==> src/rtl/cmd_reg_responder_if.sv <==
// Command bus between the HCP configuration master and one cmd_reg_responder.
// Carries write/read command words, read acknowledgements, register taps and the error pulse.
interface cmd_reg_responder_if #(
    parameter int ADDR_WIDTH = 4
);
    localparam int NUM_REGS = (1 << ADDR_WIDTH) - 1;

    logic [203:0]            iv_wr_command;
    logic                    i_wr_command_wr;
    logic [203:0]            iv_rd_command;
    logic                    i_rd_command_wr;
    logic [203:0]            ov_rd_command_ack;
    logic                    o_rd_command_ack_wr;
    logic [32*NUM_REGS-1:0]  ov_cfg_regs;
    logic                    o_cmd_err;

    modport master (
        output iv_wr_command, i_wr_command_wr, iv_rd_command, i_rd_command_wr,
        input  ov_rd_command_ack, o_rd_command_ack_wr, ov_cfg_regs, o_cmd_err
    );

    modport slave (
        input  iv_wr_command, i_wr_command_wr, iv_rd_command, i_rd_command_wr,
        output ov_rd_command_ack, o_rd_command_ack_wr, ov_cfg_regs, o_cmd_err
    );
endinterface

==> src/rtl/cmd_reg_responder.sv <==
// Target-side responder for HCP configuration commands: a bank of 32-bit registers,
// a 2-cycle read-ack pipeline and a saturating access-error counter at the top address.
module cmd_reg_responder #(
    parameter logic [7:0]  MODULE_ID  = 8'd0,
    parameter int          ADDR_WIDTH = 4,
    parameter logic [31:0] RST_VAL    = 32'd0
) (
    input  logic                 i_clk,
    input  logic                 i_rst,
    cmd_reg_responder_if.slave   bus
);
    localparam int NUM_REGS = (1 << ADDR_WIDTH) - 1;
    localparam logic [ADDR_WIDTH-1:0] ERR_ADDR = {ADDR_WIDTH{1'b1}};
    localparam logic [3:0] TYPE_WR  = 4'h1;
    localparam logic [3:0] TYPE_RD  = 4'h2;
    localparam logic [3:0] TYPE_ACK = 4'h3;

    function automatic logic [15:0] sat_add(input logic [15:0] cnt, input logic [1:0] inc);
        logic [16:0] sum;
        sum = {1'b0, cnt} + {15'd0, inc};
        return sum[16] ? 16'hFFFF : sum[15:0];
    endfunction

    logic [31:0]            cfg_regs [NUM_REGS];
    logic [15:0]            err_cnt;
    logic                   cmd_err;

    logic [31:0]            wr_addr;
    logic [31:0]            wr_data;
    logic [ADDR_WIDTH-1:0]  wr_idx;
    logic                   wr_match, wr_in_range, wr_reg, wr_clr, wr_err;
    logic [31:0]            rd_addr;
    logic                   rd_match, rd_in_range, rd_err;
    logic [1:0]             err_inc;

    logic                   rd_vld_p0;
    logic [31:0]            rd_addr_p0;
    logic                   rd_oor_p0;
    logic [ADDR_WIDTH-1:0]  rd_idx_p0;
    logic [31:0]            rd_data_p0;

    logic                   ack_vld_p1;
    logic [203:0]           ack_p1;

    always_comb begin
        wr_addr     = bus.iv_wr_command[191:160];
        wr_data     = bus.iv_wr_command[31:0];
        wr_idx      = wr_addr[ADDR_WIDTH-1:0];
        wr_match    = bus.i_wr_command_wr && (bus.iv_wr_command[203:200] == TYPE_WR)
                      && (bus.iv_wr_command[199:192] == MODULE_ID);
        wr_in_range = (wr_addr >> ADDR_WIDTH) == 32'd0;
        wr_reg      = wr_match && wr_in_range && (wr_idx != ERR_ADDR);
        wr_clr      = wr_match && wr_in_range && (wr_idx == ERR_ADDR);
        wr_err      = wr_match && !wr_in_range;

        rd_addr     = bus.iv_rd_command[191:160];
        rd_match    = bus.i_rd_command_wr && (bus.iv_rd_command[203:200] == TYPE_RD)
                      && (bus.iv_rd_command[199:192] == MODULE_ID);
        rd_in_range = (rd_addr >> ADDR_WIDTH) == 32'd0;
        rd_err      = rd_match && !rd_in_range;

        err_inc     = {1'b0, wr_err} + {1'b0, rd_err};
    end

    always_ff @(posedge i_clk or posedge i_rst) begin
        if (i_rst) begin
            for (int k = 0; k < NUM_REGS; k++) cfg_regs[k] <= RST_VAL;
        end else begin
            for (int k = 0; k < NUM_REGS; k++)
                if (wr_reg && (wr_idx == ADDR_WIDTH'(k))) cfg_regs[k] <= wr_data;
        end
    end

    // Clear has priority over any error counted in the same cycle.
    always_ff @(posedge i_clk or posedge i_rst) begin
        if (i_rst) begin
            err_cnt <= 16'd0;
            cmd_err <= 1'b0;
        end else begin
            err_cnt <= wr_clr ? 16'd0 : sat_add(err_cnt, err_inc);
            cmd_err <= wr_err || rd_err;
        end
    end

    // Stage p0: capture read address, range flag and valid
    always_ff @(posedge i_clk or posedge i_rst) begin
        if (i_rst) rd_vld_p0 <= 1'b0;
        else       rd_vld_p0 <= rd_match;
    end

    always_ff @(posedge i_clk) begin
        if (rd_match) begin
            rd_addr_p0 <= rd_addr;
            rd_oor_p0  <= !rd_in_range;
        end
    end

    // Stage p1: the mux sees register state after the write edge of the strobe cycle
    always_comb begin
        rd_idx_p0  = rd_addr_p0[ADDR_WIDTH-1:0];
        rd_data_p0 = 32'd0;
        if (!rd_oor_p0) begin
            if (rd_idx_p0 == ERR_ADDR) begin
                rd_data_p0 = {16'd0, err_cnt};
            end else begin
                for (int k = 0; k < NUM_REGS; k++)
                    if (rd_idx_p0 == ADDR_WIDTH'(k)) rd_data_p0 = cfg_regs[k];
            end
        end
    end

    always_ff @(posedge i_clk or posedge i_rst) begin
        if (i_rst) begin
            ack_vld_p1 <= 1'b0;
            ack_p1     <= 204'd0;
        end else begin
            ack_vld_p1 <= rd_vld_p0;
            if (rd_vld_p0)
                ack_p1 <= {TYPE_ACK, MODULE_ID, rd_addr_p0, rd_oor_p0, 127'd0, rd_data_p0};
        end
    end

    assign bus.ov_rd_command_ack   = ack_p1;
    assign bus.o_rd_command_ack_wr = ack_vld_p1;
    assign bus.o_cmd_err           = cmd_err;

    for (genvar g = 0; g < NUM_REGS; g++) begin : g_cfg_out
        assign bus.ov_cfg_regs[32*g +: 32] = cfg_regs[g];
    end
endmodule

==> src/flat_wrapper.sv <==
// flat-port wrapper written by rule: the top's interface ports become plain ports
module cmd_reg_responder_flat 
#(
    parameter logic [7:0]  MODULE_ID  = 8'd0,
    parameter int          ADDR_WIDTH = 4,
    parameter logic [31:0] RST_VAL    = 32'd0
)
  (i_clk, i_rst, bus_iv_wr_command, bus_i_wr_command_wr, bus_iv_rd_command, bus_i_rd_command_wr, bus_ov_rd_command_ack, bus_o_rd_command_ack_wr, bus_ov_cfg_regs, bus_o_cmd_err);
  cmd_reg_responder_if #(.ADDR_WIDTH(ADDR_WIDTH)) bus_i ();
  input  logic i_clk;
  input  logic i_rst;
  input wire logic [$bits(bus_i.iv_wr_command)-1:0] bus_iv_wr_command;
  input wire logic [$bits(bus_i.i_wr_command_wr)-1:0] bus_i_wr_command_wr;
  input wire logic [$bits(bus_i.iv_rd_command)-1:0] bus_iv_rd_command;
  input wire logic [$bits(bus_i.i_rd_command_wr)-1:0] bus_i_rd_command_wr;
  output wire logic [$bits(bus_i.ov_rd_command_ack)-1:0] bus_ov_rd_command_ack;
  output wire logic [$bits(bus_i.o_rd_command_ack_wr)-1:0] bus_o_rd_command_ack_wr;
  output wire logic [$bits(bus_i.ov_cfg_regs)-1:0] bus_ov_cfg_regs;
  output wire logic [$bits(bus_i.o_cmd_err)-1:0] bus_o_cmd_err;
  assign bus_i.iv_wr_command = bus_iv_wr_command;
  assign bus_i.i_wr_command_wr = bus_i_wr_command_wr;
  assign bus_i.iv_rd_command = bus_iv_rd_command;
  assign bus_i.i_rd_command_wr = bus_i_rd_command_wr;
  assign bus_ov_rd_command_ack = bus_i.ov_rd_command_ack;
  assign bus_o_rd_command_ack_wr = bus_i.o_rd_command_ack_wr;
  assign bus_ov_cfg_regs = bus_i.ov_cfg_regs;
  assign bus_o_cmd_err = bus_i.o_cmd_err;
  cmd_reg_responder #(.MODULE_ID(MODULE_ID), .ADDR_WIDTH(ADDR_WIDTH), .RST_VAL(RST_VAL)) u_core (.i_clk(i_clk), .i_rst(i_rst), .bus(bus_i));
endmodule
==> config.mk <==
export PLATFORM = sky130hd
export DESIGN_NAME = cmd_reg_responder_flat
export DESIGN_NICKNAME = d
export VERILOG_FILES = /design/src/rtl/cmd_reg_responder_if.sv /design/src/rtl/cmd_reg_responder.sv /design/src/flat_wrapper.sv
export SDC_FILE = /design/constraint.sdc
export NUM_CORES = 1
export LEC_CHECK = 0
export ABC_AREA = 1
export CAP_MARGIN = 20
export CORE_AREA = 2 2 425 427
export CTS_CLUSTER_SIZE = 28
export DETAILED_ROUTE_END_ITERATION = 8
export DIE_AREA = 0 0 427 429
export PLACE_DENSITY_LB_ADDON = 0.2
export SYNTH_ARGS = -nofsm -noshare
export SYNTH_HDL_FRONTEND = slang
export SYNTH_SLANG_ARGS = --single-unit
export TNS_END_PERCENT = 100
==> constraint.sdc <==
create_clock -name i_clk -period 47.5 [get_ports i_clk]
set_input_delay 11.875 -clock i_clk [delete_from_list [all_inputs] [get_ports i_clk]]
set_output_delay 11.875 -clock i_clk [all_outputs]
set_load 0.05 [all_outputs]
# Yosys cells after proc, flatten, opt, wreduce, memory -nomap -nowiden
# Index checks and enable logic that the tools add are counted.
totals:
  mem_count: 0
  mem_bits_rw: 0
  latchBits: 0
  input_bits: 412
  romBits: 0
  out_inout_bits: 686
  regBits: 598
  wordCells: 109
op_classes:
  multipliers: 0
  reduce_logical: 33
  n_eq_ne: 33
  order_cmp: 0
  div: 0
  bitwise: 0
  n_mux: 19
  shifts: 0
  addsub: 2
ops:
  columns: ["op", "n"]
  rows:
  - ["$mux 32", 17]
  - ["$eq 4x4->1 const B", 16]
  - ["$logic_not 32->1", 2]
  - ["$eq 4x3->1 const B", 8]
  - ["$mux 16", 2]
  - ["$logic_and 1x1->1", 24]
  - ["$eq 4x2->1 const B", 5]
  - ["$add 16x2->17", 1]
  - ["$logic_not 8->1", 2]
  - ["$eq 4x1->1 const B", 3]
  - ["$logic_not 4->1", 2]
  - ["$ne 4x4->1 const B", 1]
  - ["$add 1x1->2", 1]
  - ["$logic_not 1->1", 2]
  - ["$logic_or 1x1->1", 1]

# Depth between registers and ports, before layout
# Gate-level depths: netlist (run 1).
depth:
  depth_word: 18
  mapped_depth: 18
  ltp_nobuf: 18

# Worst setup path after synthesis (run 1)
# Ideal clock, no wire load.
synth_path:
  path_kind: "input to register"
  start: "in bus_iv_rd_command[192]"
  end: "reg u_core.err_cnt[7]"
  stages: 16
  setup_ns: 0.063
  path_slack_ns: 29.594
  arrival_ns: 17.843
  path_buffers: 1
  required_time_ns: 47.437
  path_cell_list: "nor4_1 > nand2_1 > nor4_1 > nand2_1 > fa_1 > inv_1 > ha_1 > nand3_1 > nor4_1 > nand2_1 > inv_1 > nand2_1 > clkbuf_1 > o31ai_1 > o21ai_0 > inv_1"
synth_between:
  elab_chain_len: 7
synth_rtl:
  columns: ["item", "line", "text"]
  rows:
  - ["from (decl)", "flat_wrapper.sv:14", "input wire logic [$bits(bus_i.iv_rd_command)-1:0] bus_iv_rd_command;"]
  - ["$logic_not 8->1", "cmd_reg_responder.sv:58", "&& (bus.iv_rd_command[199:192] == MODULE_ID);"]
  - ["$logic_and 1x1->1", "cmd_reg_responder.sv:58", null]
  - ["net u_core.rd_match", "cmd_reg_responder.sv:33", "logic rd_match, rd_in_range, rd_err;"]
  - ["$logic_and 1x1->1", "cmd_reg_responder.sv:60", "rd_err = rd_match && !rd_in_range;"]
  - ["$add 1x1->2", "cmd_reg_responder.sv:62", "err_inc = {1'b0, wr_err} + {1'b0, rd_err};"]
  - ["$add 16x2->17", "cmd_reg_responder.sv:20", "sum = {1'b0, cnt} + {15'd0, inc};"]
  - ["$mux 16", "cmd_reg_responder.sv:21", "return sum[16] ? 16'hFFFF : sum[15:0];"]
  - ["$mux 16", "cmd_reg_responder.sv:80", "err_cnt <= wr_clr ? 16'd0 : sat_add(err_cnt, err_inc);"]
  - ["to (signal assigned)", "cmd_reg_responder.sv:80", null]
  - ["to (decl)", "cmd_reg_responder.sv:25", "logic [15:0] err_cnt;"]
# The timed path passes the listed nets, and every way through them passes these cells.
# A chain may end at the register's enable or synchronous reset.

# Worst setup path in the final report (run 1)
# Same ends and word-level chain as after synthesis.

==> run summary, run 1 <==
status: finished clean
crit path to: u_core.err_cnt[7]
Setup Buffers After CTS: 0
Avg WL per Cell: 24.0 um
gr usage total: 16.4%
placed cell area: 36500 um^2
Reg area: 15100 um^2
WS Path Type: in -> reg
Cells after DPL: 6227
Setup Skew: 0.0199 ns
DR pass1 iterations: 5
hold crit path type: reg -> reg
RR Endpoint: u_core.bus.ov_rd_command_ack[2]
Post-CTS Resized: 0
area grow syn2layout: 41.4%
DRC errors left: 0
commonest cells after routing, fill and taps aside: nand2_1, clkdlybuf4s50_1, dfrtp_1
time the worst path needs with I/O delays and setup: 15.34 ns
Vias/cell: 3.83
area occupied by multi-input gates: 10200 um^2
final setup fails: 0
hold path startpoint: u_core.rd_addr_p0[22]
final net count: 4374
power per cell area: 30.8 nW/um^2
EDFF count, synth: 33
synth unique cells: 42
crit-path max FO: 35
maximum clock insertion buffer count: 3
max-cap violation count: 0
global-route wire length before repair: 208000 um
Leak Pwr: 17.6 nW
1st-iter DRT viols: 1379
asr flop ratio synth: 94.5%
Non-Filler Instances: 6387
GRT overflow: 0
initial core utilization: 15.6%
worst slew pin tran: 1.04 ns
largest net degree at the start of global routing: 88
cts bufs inserted: 82
Die ar.: 183000 um^2
Clock transition at path regs: 0.06 ns
clk sinks: 598
Fin. Hold Viols: 0
Die W: 427 um
initial antenna violation count: 17
Mapped Area: 27800 um^2
leading cell type in the layout, fill and taps excluded: nand2_1
Root Buffer: clkbuf_16
Post-Syn Instances: 3343
core box area: 178000 um^2
Syn Area/Cell: 8.31 um^2
critical path launch point type: primary input
vias: 24443
VDD IR max: 0.0254 mV
io pins: 1098
Main synth FF type: dfrtp_1
Max-slew headroom: 30.4%
hpwl dp: 113000 um
endpoint type of the worst setup path: register
unrepaired setup endpoints after global routing: no
layout cell share with drive strength beyond 1: 7.23%
Fmax: 65.2 MHz
crit share post-route: 32.3%
H-tree levels: 3
Antenna Nets Post-Route: 0
CP cell instances: clkdlybuf4s50_1, nor4_1, nand2_1, nor4_2, buf_4, nand2_1, fa_1, inv_1, ha_1, nand3_1, nor4_1, nand2_1, inv_1, nand2_1, o31ai_1, o21ai_0, inv_1
Yosys warning total: 0
worst flop-to-flop path startpoint: u_core.rd_addr_p0[0]
most used cell, CP: nand2_1
FF+latch count, synth: 598
R2R depth: 15
CP max stage delay: 0.54 ns
WL final: 153000 um
fin. max-slew vios: 0
worst setup path start: bus_iv_rd_command[192]
Filler cells: 19750
Finished Core Util: 22.1%
Seq/Total Area, Yosys: 54.5%
CTS tree: yes
RePlAce Congestion: 0.790
Worst-Skew Late Latency: 0.70 ns
setup slack, reg-to-reg: 43.68 ns
fin area: 39300 um^2
Die Y: 429 um
arrival time worst endpoint: 15.98 ns
slowest CP cell: buf_4
Port Buf Inserts: 672
WP data required: 48.13 ns
setup TNS: 0 ns
CTS Hold Bufs: 0
vias in the first global route: 24539
Cell Rows: 155
==> critical path: cells and delay by family <==
family / cells / cell delay (ns)
AO/OA/AOI/OAI: 2 / 0.26
buffers and inverters: 5 / 1.22
AND/OR/NAND/NOR: 8 / 1.94
adder cells (fa/ha/maj): 2 / 0.64
==> final cells by class <==
class	count	share of cell area, %
inverter	300	2.89
antenna	6	0.0382
clock inverter	19	0.503
timing repair buffer	722	18.3
sequential	598	38.5
tap	2355	7.50
multi-input combinational	2256	25.9
clock buffer	131	6.34
==> flip-flops by register name (all words and copies together), names as in the netlist <==
signal	count
u_core.rd_oor_p0	1
u_core.bus.ov_rd_command_ack	66
u_core.err_cnt	16
u_core.rd_addr_p0	32
u_core.rd_vld_p0	1
u_core.bus.ov_cfg_regs	480
u_core.bus.o_cmd_err	1
u_core.bus.o_rd_command_ack_wr	1
==> per-stage QoR <==
step	total power, mW	worst slack [ns]	hold slack (ns)
6_report	1.21	32.16	0.439
2_1_floorplan	0.571	19.82	0.415
3_3_place_gp	0.586	31.38	0.430
3_5_place_dp	0.586	31.41	0.431
5_1_grt	1.26	31.69	0.461
4_1_cts	1.24	32.19	0.444
==> power breakdown <==
group          switching, mW  leakage [nW]  internal (mW)  total [mW]
registers           0.000105          8.06          0.514       0.514
logic                 0.0503          8.26         0.0106      0.0609
clock network          0.260          1.29          0.374       0.634
total                  0.310          17.6          0.899        1.21
==> how the worst min path moves through the flow <==
stage                                        endpoint  slack (ns)  depth (start not counted)
CTS                 u_core.bus.ov_rd_command_ack[182]        0.44                          2
global route        u_core.bus.ov_rd_command_ack[187]        0.46                          2
global placement    u_core.bus.ov_rd_command_ack[167]        0.43                          2
floorplan              u_core.bus.o_rd_command_ack_wr        0.41                          0
detailed placement  u_core.bus.ov_rd_command_ack[188]        0.43                          2
finish              u_core.bus.ov_rd_command_ack[182]        0.44                          2
==> routing by layer <==
metal | vias to the layer above | routed length (um) | track usage [%]
met5 | - | 31 | 0
met4 | 6 | 5180 | 5.50
met3 | 168 | 12800 | 5.94
met2 | 832 | 77300 | 29.2
met1 | 11787 | 57800 | 17.8
li1 | 11650 | - | -
==> cell families after synthesis <==
logic type	after synthesis	synth area share [%]
compound gates	541	10.2
buf+inv	625	11.1
flops	598	54.5
simple gates	1570	24.0
fa+ha+maj	2	0.117
other cells	1	0.0135
xor+xnor	6	0.189
==> cells in the mapped netlist (3+ instances only) <==
library cell / instances / area (um^2)
a21oi_1: 112 / 561
buf_2: 82 / 410
buf_4: 139 / 1040
buf_6: 8 / 90.1
clkbuf_1: 87 / 327
dfrtp_1: 565 / 14100
dlygate4sd1_1: 8 / 70.1
edfxtp_1: 33 / 991
inv_1: 295 / 1110
inv_2: 3 / 11.3
nand2_1: 1035 / 3880
nand2_2: 7 / 43.8
nand3_1: 90 / 450
nand3_4: 8 / 140
nand3b_1: 4 / 30.0
nand4_1: 92 / 576
nor2_1: 239 / 897
nor2_2: 4 / 25.0
nor3_1: 16 / 80.1
nor3_2: 3 / 30.0
nor4_1: 17 / 106
o21ai_0: 131 / 656
o21ai_1: 264 / 1320
o21ai_2: 32 / 280
or2_0: 8 / 50.1
or2_1: 5 / 31.3
or2_2: 34 / 213
xor2_1: 5 / 43.8
(Power assumes the default switching activity.)
==> run 2: changes to the inputs <==
--- a/config.mk
+++ b/config.mk
@@ -7,10 +7,10 @@
 export LEC_CHECK = 0
 export ABC_AREA = 1
 export CAP_MARGIN = 20
-export CORE_AREA = 2 2 425 427
+export CORE_AREA = 2 2 431 433
 export CTS_CLUSTER_SIZE = 28
 export DETAILED_ROUTE_END_ITERATION = 8
-export DIE_AREA = 0 0 427 429
+export DIE_AREA = 0 0 433 435
 export PLACE_DENSITY_LB_ADDON = 0.2
 export SYNTH_ARGS = -nofsm -noshare
 export SYNTH_HDL_FRONTEND = slang
==> constraint.sdc (replaced) <==
create_clock -name i_clk -period 14.7 [get_ports i_clk]
set_input_delay 3.675 -clock i_clk [delete_from_list [all_inputs] [get_ports i_clk]]
set_output_delay 3.675 -clock i_clk [all_outputs]
set_load 0.05 [all_outputs]
==> run summary, run 2 (synthesis gave the netlist of run 1 again) <==
gr usage total: 16.0% (-0.44 points)
WL final: 153000 um (-0.14%)
hold crit path type: reg -> reg
slowest CP cell: buf_4
initial core utilization: 15.1% (-0.51 points)
CP cell instances: clkdlybuf4s50_1, nor4_1, nand2_1, nor4_2, buf_4, nand2_1, fa_1, inv_1, ha_1, nand3_1, nor4_1, nand2_1, inv_1, nand2_1, o31ai_1, o21ai_0, inv_1
CTS tree: yes
layout cell share with drive strength beyond 1: 7.35% (+0.12 points)
Fin. Hold Viols: 0 (unchanged)
setup slack, reg-to-reg: 10.61 ns (-33.07 ns)
DR pass1 iterations: 5 (unchanged)
area grow syn2layout: 42.6%
Buf+Inv Stages, Crit Path: 5 (unchanged)
vias in the first global route: 24429 (-0.45%)
io pins: 1098 (unchanged)
final net count: 4372 (-0.046%)
WP data required: 15.36 ns (-32.77 ns)
fin. max-slew vios: 0 (unchanged)
Setup Skew: 0.0405 ns (+0.0206 ns)
Die ar.: 188000 um^2 (+2.8%)
H-tree levels: 3 (unchanged)
Setup Buffers After CTS: 0 (unchanged)
hpwl dp: 113000 um (+0.42%)
Port Buf Inserts: 672 (unchanged)
unrepaired setup endpoints after global routing: no
Filler cells: 20402 (+3.3%)
Antenna Nets Post-Route: 0 (unchanged)
Die W: 433 um (+1.4%)
worst slew pin tran: 1.15 ns (+0.101 ns)
Worst-Skew Late Latency: 0.74 ns (+0.04 ns)
Cell Rows: 158 (+1.9%)
Max-slew headroom: 23.3% (-7.0 points)
Fmax: 142 MHz
max reg flops: 480 (unchanged)
leading cell type in the layout, fill and taps excluded: nand2_1
clk sinks: 598 (unchanged)
Vias/cell: 3.73 (-2.4%)
core box area: 184000 um^2 (+3.4%)
1st-iter DRT viols: 1485 (+7.7%)
Leak Pwr: 17.7 nW (+0.41%)
CTS Hold Bufs: 0 (unchanged)
maximum clock insertion buffer count: 3 (unchanged)
Clock transition at path regs: 0.06 ns (about the same)
max-cap violation count: 0 (unchanged)
RePlAce Congestion: 0.779 (-1.4%)
Die Y: 435 um (+1.4%)
power per cell area: 101 nW/um^2 (+230%)
Min Hold Slack: 0.442 ns (+0.00285 ns)
CP max stage delay: 0.54 ns (about the same)
WS Path Type: in -> reg
critical path launch point type: primary input
DRC errors left: 0 (unchanged)
VDD IR max: 0.0766 mV (+200%)
crit-path max FO: 35 (unchanged)
Avg WL per Cell: 23.4 um (-2.2%)
GRT overflow: 0 (unchanged)
initial antenna violation count: 22 (+5)
commonest cells after routing, fill and taps aside: nand2_1, clkdlybuf4s50_1, dfrtp_1
crit share post-route: 47.8%
arrival time worst endpoint: 7.69 ns (-8.29 ns)
vias: 24367 (-0.31%)
global-route wire length before repair: 207000 um (-0.30%)
largest net degree at the start of global routing: 142 (+61%)
setup TNS: 0 ns (unchanged)
Root Buffer: clkbuf_16
time the worst path needs with I/O delays and setup: 7.03 ns
endpoint type of the worst setup path: register
cts bufs inserted: 84 (+2.4%)
cell family with most CP delay: simple AND/OR/NAND/NOR gates
status: finished clean
most used cell, CP: nand2_1
final setup fails: 0 (unchanged)
Post-CTS Resized: 0 (unchanged)
==> run 2: cell count changes in the layout (fill, tap and decap cells not counted), moves of 3 or more <==
cell       change
buf_4          -4
clkinv_16      +3
buf_16         -3
buf_12         +3
clkbuf_1       -6
clkbuf_8       +3
diode_2       +12
==> run 2: path summary, 6_finish.rpt <==
check / start / to / depth (start not counted)
setup / recovery: bus_iv_rd_command[192] / u_core.err_cnt[7] / 17
min in group asynchronous: i_rst / u_core.bus.ov_cfg_regs[100] / 3
hold reg to reg: u_core.rd_addr_p0[6] / u_core.bus.ov_rd_command_ack[166] / 2
hold / removal: u_core.rd_addr_p0[6] / u_core.bus.ov_rd_command_ack[166] / 2
setup reg to reg: u_core.rd_addr_p0[1] / u_core.bus.ov_rd_command_ack[9] / 13
max in group asynchronous: i_rst / u_core.bus.ov_cfg_regs[176] / 5
==> run 2: through the flow <==
| stage | utilization [%] | setup slack, ns | instance area [um^2] | std cells | total power, mW |
|---|---|---|---|---|---|
| floorplan | - | 3.33 | 28300 | 3479 | 1.84 |
| CTS | 21.5 | 7.63 | 39500 | 6505 | 4.10 |
| detailed placement | 19.9 | 6.83 | 36600 | 6351 | 1.89 |
| global route | 21.5 | 7.32 | 39600 | 6514 | 4.17 |
| finish | 21.5 | 7.67 | 39600 | 6524 | 4.01 |
| global placement | 19.9 | 6.84 | 36600 | 6350 | 1.89 |
==> run 2: worst reg2reg max path: stages, from the launching register on <==
cell	delay [ns]
edfxtp_1	0.50
nand2_1	0.43
inv_1	0.09
nand2_1	0.63
inv_2	0.37
buf_4	0.35
nand2_1	0.10
nand4_1	0.09
nand2_1	0.10
nand4_1	0.40
nor3_1	0.61
nand4_1	0.15
nand2_1	0.10
nand2_1	0.05
==> run 2: layout make-up <==
| class | instances | area (um^2) | area share (%) |
|---|---|---|---|
| sequential | 598 | 15100 | 38.2 |
| multi-input combinational | 2256 | 10200 | 25.7 |
| clock buffer | 127 | 2480 | 6.27 |
| clock inverter | 27 | 407 | 1.03 |
| tap | 2480 | 3100 | 7.84 |
| timing repair buffer | 718 | 7120 | 18.0 |
| antenna | 18 | 45.0 | 0.114 |
| inverter | 300 | 1130 | 2.85 |
==> run 2: where the power goes <==
group / internal [mW] / switching (mW) / total, mW
combinational: 0.0341 / 0.162 / 0.196
clock: 1.27 / 0.889 / 2.16
sequential: 1.66 / 0.000347 / 1.66
==> run 2: metal layers <==
metal  share of wire (%)  vias up  GRT usage, %
li1                    -    11650             -
met1                  38    11745          17.7
met2                  49      794          27.3
met3                 8.3      174          5.88
met4                 4.2        4          6.75
met5               0.013        -             0
==> run 3: changes to the inputs <==
--- a/config.mk
+++ b/config.mk
@@ -7,10 +7,10 @@
 export LEC_CHECK = 0
 export ABC_AREA = 1
 export CAP_MARGIN = 20
-export CORE_AREA = 2 2 431 433
+export CORE_AREA = 2 2 426 428
 export CTS_CLUSTER_SIZE = 28
 export DETAILED_ROUTE_END_ITERATION = 8
-export DIE_AREA = 0 0 433 435
+export DIE_AREA = 0 0 428 430
 export PLACE_DENSITY_LB_ADDON = 0.2
 export SYNTH_ARGS = -nofsm -noshare
 export SYNTH_HDL_FRONTEND = slang
==> constraint.sdc (replaced) <==
create_clock -name i_clk -period 6.23 [get_ports i_clk]
set_input_delay 1.5575 -clock i_clk [delete_from_list [all_inputs] [get_ports i_clk]]
set_output_delay 1.5575 -clock i_clk [all_outputs]
set_load 0.05 [all_outputs]
==> run summary, run 3 (synthesis gave the netlist of run 1 again) <==
hold crit path type: reg -> reg
placed cell area: 36700 um^2 (+0.28%)
Vias/cell: 3.82 (+2.2%)
Setup Skew: 0.0295 ns (-0.0110 ns)
Fin. Hold Viols: 0 (unchanged)
Die W: 428 um (-1.2%)
H-tree levels: 3 (unchanged)
Die ar.: 184000 um^2 (-2.3%)
Setup Buffers After CTS: 0 (unchanged)
status: finished clean
power per cell area: 238 nW/um^2 (+130%)
Worst-Skew Late Latency: 0.71 ns (-0.03 ns)
hpwl dp: 115000 um (+1.3%)
area grow syn2layout: 42.7% (about the same)
core box area: 180000 um^2 (-2.3%)
Leak Pwr: 17.8 nW (+0.73%)
Buf+Inv Stages, Crit Path: 5 (unchanged)
WS Path Type: in -> reg
Setup WS post-layout: 1.53 ns (-6.14 ns)
global-route wire length before repair: 209000 um (+0.76%)
largest net degree at the start of global routing: 120 (-15%)
DRC errors left: 0 (unchanged)
final net count: 4394 (+0.50%)
maximum clock insertion buffer count: 3 (unchanged)
io pins: 1098 (unchanged)
Fmax: 213 MHz
CTS tree: yes
max-cap violation count: 0 (unchanged)
DR pass1 iterations: 5 (unchanged)
layout cell share with drive strength beyond 1: 7.97% (+0.62 points)
Non-Filler Instances: 6427 (-1.5%)
Port Buf Inserts: 672 (unchanged)
GRT overflow: 0 (unchanged)
Antenna Nets Post-Route: 0 (unchanged)
crit share post-route: 75.4%
clk sinks: 598 (unchanged)
Die Y: 430 um (-1.1%)
most used cell, CP: inv_1
WP data required: 6.87 ns (-8.49 ns)
vias: 24533 (+0.68%)
Cell Rows: 156 (-1.3%)
CP cell instances: clkdlybuf4s50_1, or4_1, nor3_2, o21ai_0, buf_4, fa_1, inv_1, ha_1, nand3_1, nor4_1, nand2_1, inv_1, nand2_1, o31ai_1, o21ai_0, inv_1
Filler cells: 19894 (-2.5%)
critical path launch point type: primary input
gr usage total: 16.3% (+0.39 points)
crit-path max FO: 11 (-69%)
initial antenna violation count: 16 (-27%)
slowest CP cell: or4_1
max reg flops: 480 (unchanged)
cts bufs inserted: 84 (unchanged)
Root Buffer: clkbuf_16
Post-CTS Resized: 0 (unchanged)
vias in the first global route: 24610 (+0.74%)
arrival time worst endpoint: 5.34 ns (-2.35 ns)
RePlAce Congestion: 0.801 (+2.8%)
time the worst path needs with I/O delays and setup: 4.70 ns
WL final: 153000 um (+0.25%)
1st-iter DRT viols: 1355 (-8.8%)
final setup fails: 0 (unchanged)
leading cell type in the layout, fill and taps excluded: nand2_1
VDD IR max: 0.175 mV (+130%)
Cells after DPL: 6264 (-1.4%)
Avg WL per Cell: 23.8 um (+1.8%)
cell family with most CP delay: simple AND/OR/NAND/NOR gates
commonest cells after routing, fill and taps aside: nand2_1, clkdlybuf4s50_1, dfrtp_1
fin. max-slew vios: 0 (unchanged)
initial core utilization: 15.5% (+0.36 points)
unrepaired setup endpoints after global routing: no
DP Worst Slack: 0.875 ns (-5.95 ns)
CP max stage delay: 0.58 ns (+0.04 ns)
CTS Hold Bufs: 0 (unchanged)
endpoint type of the worst setup path: register
Max-slew headroom: 35.3% (+12 points)
worst slew pin tran: 0.970 ns (-0.176 ns)
fin area: 39600 um^2 (about the same)
Clock transition at path regs: 0.06 ns (about the same)
Finished Core Util: 22.0% (+0.53 points)
run 3: layout make-up:
type | count | area, um^2 | share of cell area (%)
antenna | 5 | 12.5 | 0.0316
clock buffer | 125 | 2510 | 6.33
clock inverter | 33 | 363 | 0.916
inverter | 300 | 1130 | 2.85
multi-input combinational | 2256 | 10200 | 25.7
sequential | 598 | 15100 | 38.2
tap | 2370 | 2970 | 7.48
timing repair buffer | 740 | 7340 | 18.5
run 3: worst paths after layout:
check	from	end	slack [ns]	cells after the start
setup reg to reg	u_core.rd_addr_p0[2]	u_core.bus.ov_rd_command_ack[5]	2.27	14
hold reg to reg	u_core.rd_addr_p0[21]	u_core.bus.ov_rd_command_ack[181]	0.44	2
min in group asynchronous	i_rst	u_core.bus.ov_cfg_regs[288]	1.30	2
setup / recovery	bus_iv_wr_command[192]	u_core.err_cnt[7]	1.53	16
hold / removal	u_core.rd_addr_p0[21]	u_core.bus.ov_rd_command_ack[181]	0.44	2
max in group asynchronous	i_rst	u_core.bus.ov_cfg_regs[242]	3.63	4
run 3: report_power, final:
| part | total (mW) | leakage [nW] | switching (mW) | internal, mW |
|---|---|---|---|---|
| registers | 3.92 | 8.06 | 0.000853 | 3.92 |
| logic | 0.471 | 8.34 | 0.385 | 0.0861 |
| clock network | 5.03 | 1.41 | 2.06 | 2.97 |
| total | 9.42 | 17.8 | 2.44 | 6.98 |
run 3: layer usage:
metal  track usage [%]  wire length (um)  up-vias
met5                 0                13        -
met4              4.66              4320        2
met3              5.76             11900      173
met2              29.4             77600      831
met1              18.0             59400    11818
li1                  -                 -    11709
run 3: per-stage QoR:
step                total power, mW  hold slack, ns  TNS (ns)
floorplan                      4.35           0.415  -1706.96
global placement               4.48           0.429         0
detailed placement             4.48           0.432         0
CTS                            9.62           0.445         0
global route                   9.77           0.462         0
finish                         9.42           0.443         0
run 3: tightest hold or removal path, stage by stage, from the launching register on:
cell and delay [ns]:
edfxtp_1 0.32, nand2_1 0.05, nand2_1 0.05
